## src/rtl/parallel_adder_pipe.sv

```systemverilog
// Pipelined ripple-slice adder/subtractor with valid/ready handshake.
// The WIDTH-bit carry chain is cut into STAGES equal slices; each register
// stage resolves one slice using the carry registered by the stage before it,
// while the not-yet-added operand bits and the finished low sum bits travel
// alongside. The last stage drives s/c/v directly.
module parallel_adder_pipe #(
  parameter int WIDTH  = 8,
  parameter int STAGES = 2
) (
  input  logic             clk,
  input  logic             rst,
  input  logic             in_valid,
  output logic             in_ready,
  input  logic [WIDTH-1:0] a,
  input  logic [WIDTH-1:0] b,
  input  logic             cin,
  input  logic             sub,
  output logic             out_valid,
  input  logic             out_ready,
  output logic [WIDTH-1:0] s,
  output logic             c,
  output logic             v
);

  localparam int SW   = WIDTH / STAGES;  // bits resolved per stage
  localparam int LAST = STAGES - 1;

  // Pipeline state, index 0 is the stage fed from the inputs.
  logic [STAGES-1:0] vld_r;
  logic [STAGES-1:0] carry_r;
  logic [WIDTH-1:0]  sum_r [STAGES];
  logic [WIDTH-1:0]  opa_r [STAGES];
  logic [WIDTH-1:0]  opb_r [STAGES];  // already inverted for subtract
  logic              v_r;

  // Next-state values for every stage.
  logic [WIDTH-1:0]  src_a   [STAGES];
  logic [WIDTH-1:0]  src_b   [STAGES];
  logic [WIDTH-1:0]  nxt_sum [STAGES];
  logic [STAGES-1:0] src_vld;
  logic [STAGES-1:0] nxt_carry;
  logic              nxt_v;
  logic [SW:0]       slice_sum;
  logic              carry_in;
  logic              advance;

  // The whole pipe moves together: it may move whenever the output slot is
  // empty or being drained this cycle.
  assign advance   = !vld_r[LAST] || out_ready;
  assign in_ready  = advance;
  assign out_valid = vld_r[LAST];
  assign s         = sum_r[LAST];
  assign c         = carry_r[LAST];
  assign v         = v_r;

  // Slice adders: each stage adds its own slice of the operands it receives.
  always_comb begin
    // NOTE: every variable gets a value before any branch so no latch is inferred.
    slice_sum = '0;
    carry_in  = 1'b0;
    nxt_v     = 1'b0;

    // Stage 0 takes the raw inputs; subtract is a + ~b + 1 with cin ignored.
    src_a[0]   = a;
    src_b[0]   = sub ? ~b : b;
    src_vld[0] = in_valid;
    carry_in   = sub ? 1'b1 : cin;
    nxt_sum[0] = '0;
    slice_sum  = {1'b0, src_a[0][SW-1:0]} + {1'b0, src_b[0][SW-1:0]}
               + {{SW{1'b0}}, carry_in};
    nxt_sum[0][SW-1:0] = slice_sum[SW-1:0];
    nxt_carry[0]       = slice_sum[SW];

    // Later stages continue from the registered carry and partial sum.
    for (int k = 1; k < STAGES; k++) begin
      src_a[k]   = opa_r[k-1];
      src_b[k]   = opb_r[k-1];
      src_vld[k] = vld_r[k-1];
      carry_in   = carry_r[k-1];
      nxt_sum[k] = sum_r[k-1];
      slice_sum  = {1'b0, src_a[k][k*SW +: SW]} + {1'b0, src_b[k][k*SW +: SW]}
                 + {{SW{1'b0}}, carry_in};
      nxt_sum[k][k*SW +: SW] = slice_sum[SW-1:0];
      nxt_carry[k]           = slice_sum[SW];
    end

    // Signed overflow: like-signed operands producing a differently signed sum.
    nxt_v = (src_a[LAST][WIDTH-1] == src_b[LAST][WIDTH-1]) &&
            (nxt_sum[LAST][WIDTH-1] != src_a[LAST][WIDTH-1]);
  end

  // Valid chain plus sum/carry/overflow registers; data only loads with a
  // valid entry so s/c/v hold steady while out_valid is low.
  always_ff @(posedge clk) begin
    if (rst) begin
      vld_r   <= '0;
      carry_r <= '0;
      v_r     <= 1'b0;
      for (int k = 0; k < STAGES; k++) begin
        sum_r[k] <= '0;
      end
    end else if (advance) begin
      // NOTE: non-blocking updates let each stage see its neighbour's pre-edge value.
      vld_r <= src_vld;
      for (int k = 0; k < STAGES; k++) begin
        if (src_vld[k]) begin
          sum_r[k]   <= nxt_sum[k];
          carry_r[k] <= nxt_carry[k];
        end
      end
      if (src_vld[LAST]) begin
        v_r <= nxt_v;
      end
    end
  end

  // Operand carry-along registers for the slices still to be added.
  always_ff @(posedge clk) begin
    // NOTE: these are pure data qualified by vld_r, so they carry no reset.
    if (advance) begin
      for (int k = 0; k < STAGES; k++) begin
        if (src_vld[k]) begin
          opa_r[k] <= src_a[k];
          opb_r[k] <= src_b[k];
        end
      end
    end
  end

endmodule
```

## config.mk

```make
export PLATFORM = sky130hd
export DESIGN_NAME = parallel_adder_pipe
export DESIGN_NICKNAME = d
export VERILOG_FILES = /design/src/rtl/parallel_adder_pipe.sv
export SDC_FILE = /design/constraint.sdc
export NUM_CORES = 1
export LEC_CHECK = 0
export ABC_AREA = 1
export CAP_MARGIN = 15
export CORE_ASPECT_RATIO = 1.25
export CORE_MARGIN = 1
export CORE_UTILIZATION = 45
export DETAILED_ROUTE_END_ITERATION = 8
export GPL_TIMING_DRIVEN = 0
export PLACE_DENSITY = 0.75
export SYNTH_ARGS = -nofsm -noshare
export SYNTH_HDL_FRONTEND = slang
export SYNTH_SLANG_ARGS = --single-unit
```

## constraint.sdc

```tcl
create_clock -name clk -period 2.6 [get_ports clk]
set_clock_uncertainty 0.2 [all_clocks]
set_input_delay 0.26 -clock clk [delete_from_list [all_inputs] [get_ports clk]]
set_output_delay 0.26 -clock clk [all_outputs]
set_load 0.1 [all_outputs]
```

Word level (Yosys, flattened, before mapping)
Memories as Yosys holds them, arrays and structs flattened.
Cells that the tools add are included.
{ "op_classes": {"addsub": 4, "eq_ne": 2, "n_mux": 16, "bitwise_logic": 3, "reduce_logical": 5} }
{ "op_table": {"columns": ["cell", "n"], "rows": [
  ["two-way mux 8 bit", 3],
  ["two-way mux 1 bit", 13],
  ["adder 4 x 4 -> 5 bit", 2],
  ["adder 5 x 1 -> 5 bit", 2],
  ["NOT 8 bit", 1],
  ["AND reduction 2 bit", 2],
  ["bitwise OR 1 bit", 2],
  ["== test 1 bit", 1],
  ["logical AND 1 bit", 1],
  ["zero test 1 bit", 1],
  ["logical OR 1 bit", 1],
  ["inequality test 1 bit", 1]
]} }
{ "totals": {"reg_bits": 5, "mem_bits_rw": 48, "input_bits": 22, "word_cells": 37, "n_memories": 3} }
{ "memory_table": {"columns": ["name", "depth", "word_bits", "read_ports", "rd_clocked_by_memory_dff", "write_ports", "line", "rtl"], "rows": [
  ["opa_r", 2, 8, 1, 0, 2, "32", "logic [WIDTH-1:0] opa_r [STAGES];"],
  ["opb_r", 2, 8, 1, 0, 2, "33", "logic [WIDTH-1:0] opb_r [STAGES];"],
  ["sum_r", 2, 8, 2, 0, 2, "31", "logic [WIDTH-1:0] sum_r [STAGES];"]
]} }

Logic depth before layout (Yosys ltp)
{ "depth": {"word_depth": 6, "mapped_depth": 9, "ltp_nobuf": 9} }

Worst setup path before layout
Ideal clock, no wire load.
{ "synth_path": {"path_type": "reg-to-reg", "start": "register vld_r[1]", "end": "memory sum_r[1][2], in the netlist sum_r[0][10], enable pin", "t_arrival_ns": 1.805, "t_required_ns": 2.102, "path_slack_ns": 0.297, "stages_incl_launch_ff": 4, "path_buffers": 0, "synth_period_minus_slack_ns": 2.303, "path_cell_list": "dfxtp_1 nand2_4 nand2_1 nand2_1"} }
{ "synth_rtl": {"columns": ["item", "line", "rtl"], "rows": [
  ["start: declaration", "29", "logic [STAGES-1:0] vld_r;"],
  ["start signal: assignment", "104", "vld_r <= src_vld;"],
  ["end: declaration", "31", null]
]} }

Worst setup path in the final report
{ "layout_path": {"start": "input port out_ready", "end": "output port in_ready"} }
{ "layout_via": {"elab_chain_len": 1} }
{ "layout_lines": {"columns": ["item", "line", "rtl"], "rows": [
  ["start: declaration", "19", "input logic out_ready,"],
  ["logical OR 1 bit", "49", "assign advance = !vld_r[LAST] || out_ready;"],
  ["end: declaration", "13", "output logic in_ready,"]
]} }
No other way between the ends.

==> flow_summary.yaml <==
global_route:
  grt-ovfl-total: 0
  grt_max_degree: 14
  grt_util_all_layers_pct: 15.7
  grt_pass1_vias: 920
  grt_pass1_wl_um: 3800
  antenna_found_initial: 0
yosys:
  ys_warn_count: 0
  synth_seq_cells: 25
  ys_seq_area_share_pct: 53.2
  syn_avg_cell_area_um2: 10.5
  synth_nets: 157
  syn_area_um2: 1320
  syn_inst: 125
  yosys.cell_types.count: 23
critical_path:
  worstReg2RegStart: "carry_r[0]"
  rrSetupSlack_ns: 0.74
  r2r_end: "sum_r[0][13]"
  crit_path_cell_trace: "clkdlybuf4s50_1, inv_1, nand2_4, clkdlybuf4s50_1"
  arrival_ns: 2.02
  crit_top_cell: "clkdlybuf4s50_1"
  crit_fanout: 7
  worst-endpoint-required_ns: 2.14
  path_class: "in2out"
  worst_path_max_delay_cell: "clkdlybuf4s50_1"
  slowest_delay_ns: 1.14
  r2r_cells: 6
  critPathLaunchType: "input port"
  endpoint_kind: "primary output"
  critPathLaunch: "out_ready"
route:
  wirelength_um: 2090
  viasPerCell: 4.78
  postRouteAntennaNets: 0
  wl_per_cell_um: 10.7
  firstDrtPassIters: 4
  route.detailed.drc: 0
  via_count: 933
  first_iter_violations: 26
timing:
  period_share_pct: 95.5
  slew-limit-headroom_pct: 35.5
  hold_viol_final: 0
  slew_violations: 0
  setup_violations: 0
  rsz0062_at_grt: "false"
  holdWs_ns: 0.211
  setup_total_negative_slack_ns: 0
  tightest_slew_ns: 0.964
  layout_min_cycle_time_ns: 2.48
  fin_ws_ns: 0.116
  max_freq_ghz: 0.403
cells_and_area:
  layout_commonest_cell: "clkdlybuf4s50_1"
  nNetsFinal: 194
  final_cell_mix: "clkdlybuf4s50_1, inv_1, edfxtp_1, nand2_1, nor2_1"
  drive_gt1_share_pct: 9.32
  regArea_um2: 701
  fin_area_um2: 1710
  syn_to_final_growth_pct: 29.6
  antenna_cells: 0
  nFillCells: 226
  multiInputGateArea_um2: 518
clocking:
  cts_resized: 0
  clk_pin_slew_ns: 0.12
  cts_num_sinks: 25
  htreeDepth: 1
  postCtsSetupBuffers: 0
  cts_tree: "built"
  cts_hold_buf: 0
  numCtsBuffers: 3
  cts-root-buf: "clkbuf_4"
  clock_latency_ns: 0.31
  clock_path_buffers: 2
placement:
  gp_congestion: 0.825
  io_buffers: 32
  placed_area_um2: 1680
  dp_worst_setup_slack_ns: 0.108
  dp_hpwl_um: 1720
floorplan:
  core_um2: 2730
  die_w_um: 50.4
  start_util_pct: 48.2
  num_io_pins: 34
  die_h_um: 62.5
  dieArea_um2: 3150
  rows: 21
power:
  comb_power_share_pct: 33.5
  power_density_nw_per_um2: 576
  netSwitchingFraction_pct: 34.7
  ir_drop_mv: 0.381
  total_leakage_power_nw: 0.748
  finalPower_mw: 0.983
  p_int_mw: 0.641
  p_seq_share_pct: 49.7
  power_frac_clock_pct: 16.7
  power_switching_mw: 0.341
worst_hold_path:
  min_to: "opb_r[0][6]"
  whs_path_depth: 2
  hp-start: "sub"
  holdCritPathClass: "in2reg"
run:
  cap_viol_max_count: 0
outcome:
  outcome: "completed"
-- critical path: cells and delay by family --
family / cells / cell delay, ns
buf+inv: 3 / 1.65
simple gates: 1 / 0.10
-- cells by family after synthesis --
| kind of cell | synth area share (%) |
|---|---|
| DFF | 53.2 |
| and+or+nand+nor | 17.1 |
| adders and majority gates | 11.8 |
| AOI/OAI and AO/OA | 5.13 |
| xor gates and xnor gates | 5.32 |
| buffers and inverters | 7.41 |
-- metal layers --
layer	routed length, um	up-vias	GRT usage, %	part of all wire (%)
li1	-	475	-	-
met1	820	424	18.3	39
met2	1130	30	27.7	54
met3	99	4	3.16	4.7
met4	35	0	6.25	1.7
met5	0	-	0	0
-- flip-flops by register name (all words and copies together), names as in the netlist --
signal,flops
opa_r,4
v,1
sum_r,12
carry_r,2
vld_r,2
opb_r,4
-- metrics by stage --
step / std cells / util, %
2_1_floorplan: 125 / -
3_3_place_gp: 191 / 61.4
5_1_grt: 195 / 62.4
3_5_place_dp: 191 / 61.4
6_report: 195 / 62.4
4_1_cts: 195 / 62.4
-- synth_stat cells (all sizes together) --
cell type  instances  share of area, %
nand3              9               4.8
a21oi              5               1.9
ha                 6               5.7
nor2              16               4.9
a21boi             1              0.57
o31ai              1              0.57
buf                1              0.38
nand2             19               6.6
edfxtp            20                46
fa                 4               6.1
nor3               1              0.38
o21ai              4               2.1
dfxtp              5               7.6
xor2               8               5.3
or2                1              0.48
inv               24               7.0
-- power by group through the flow --
stage                     Sequential (mW)  Clock (mW)  Combinational (mW)
final                               0.488       0.165               0.330
after floorplan                     0.616           0               0.122
after detailed placement            0.499           0               0.330
after global routing                0.493       0.190               0.360
after CTS                           0.489       0.169               0.331
after global placement              0.496           0               0.322
-- worst max-delay path by stage --
stage | depth (start not counted) | endpoint
floorplan | 3 | sum_r[0][10]
global placement | 4 | in_ready
CTS | 4 | in_ready
global route | 4 | in_ready
detailed placement | 4 | in_ready
finish | 4 | in_ready
-- cell type report --
type | count | area share (%)
clock buffers | 4 | 1.54
repair buffers | 32 | 18.8
multi-input cells | 75 | 30.4
inverters | 24 | 5.43
plain buffers | 1 | 0.293
well taps | 34 | 2.49
flip-flops and latches | 25 | 41.1
Power figures use the tool's default switching activity.
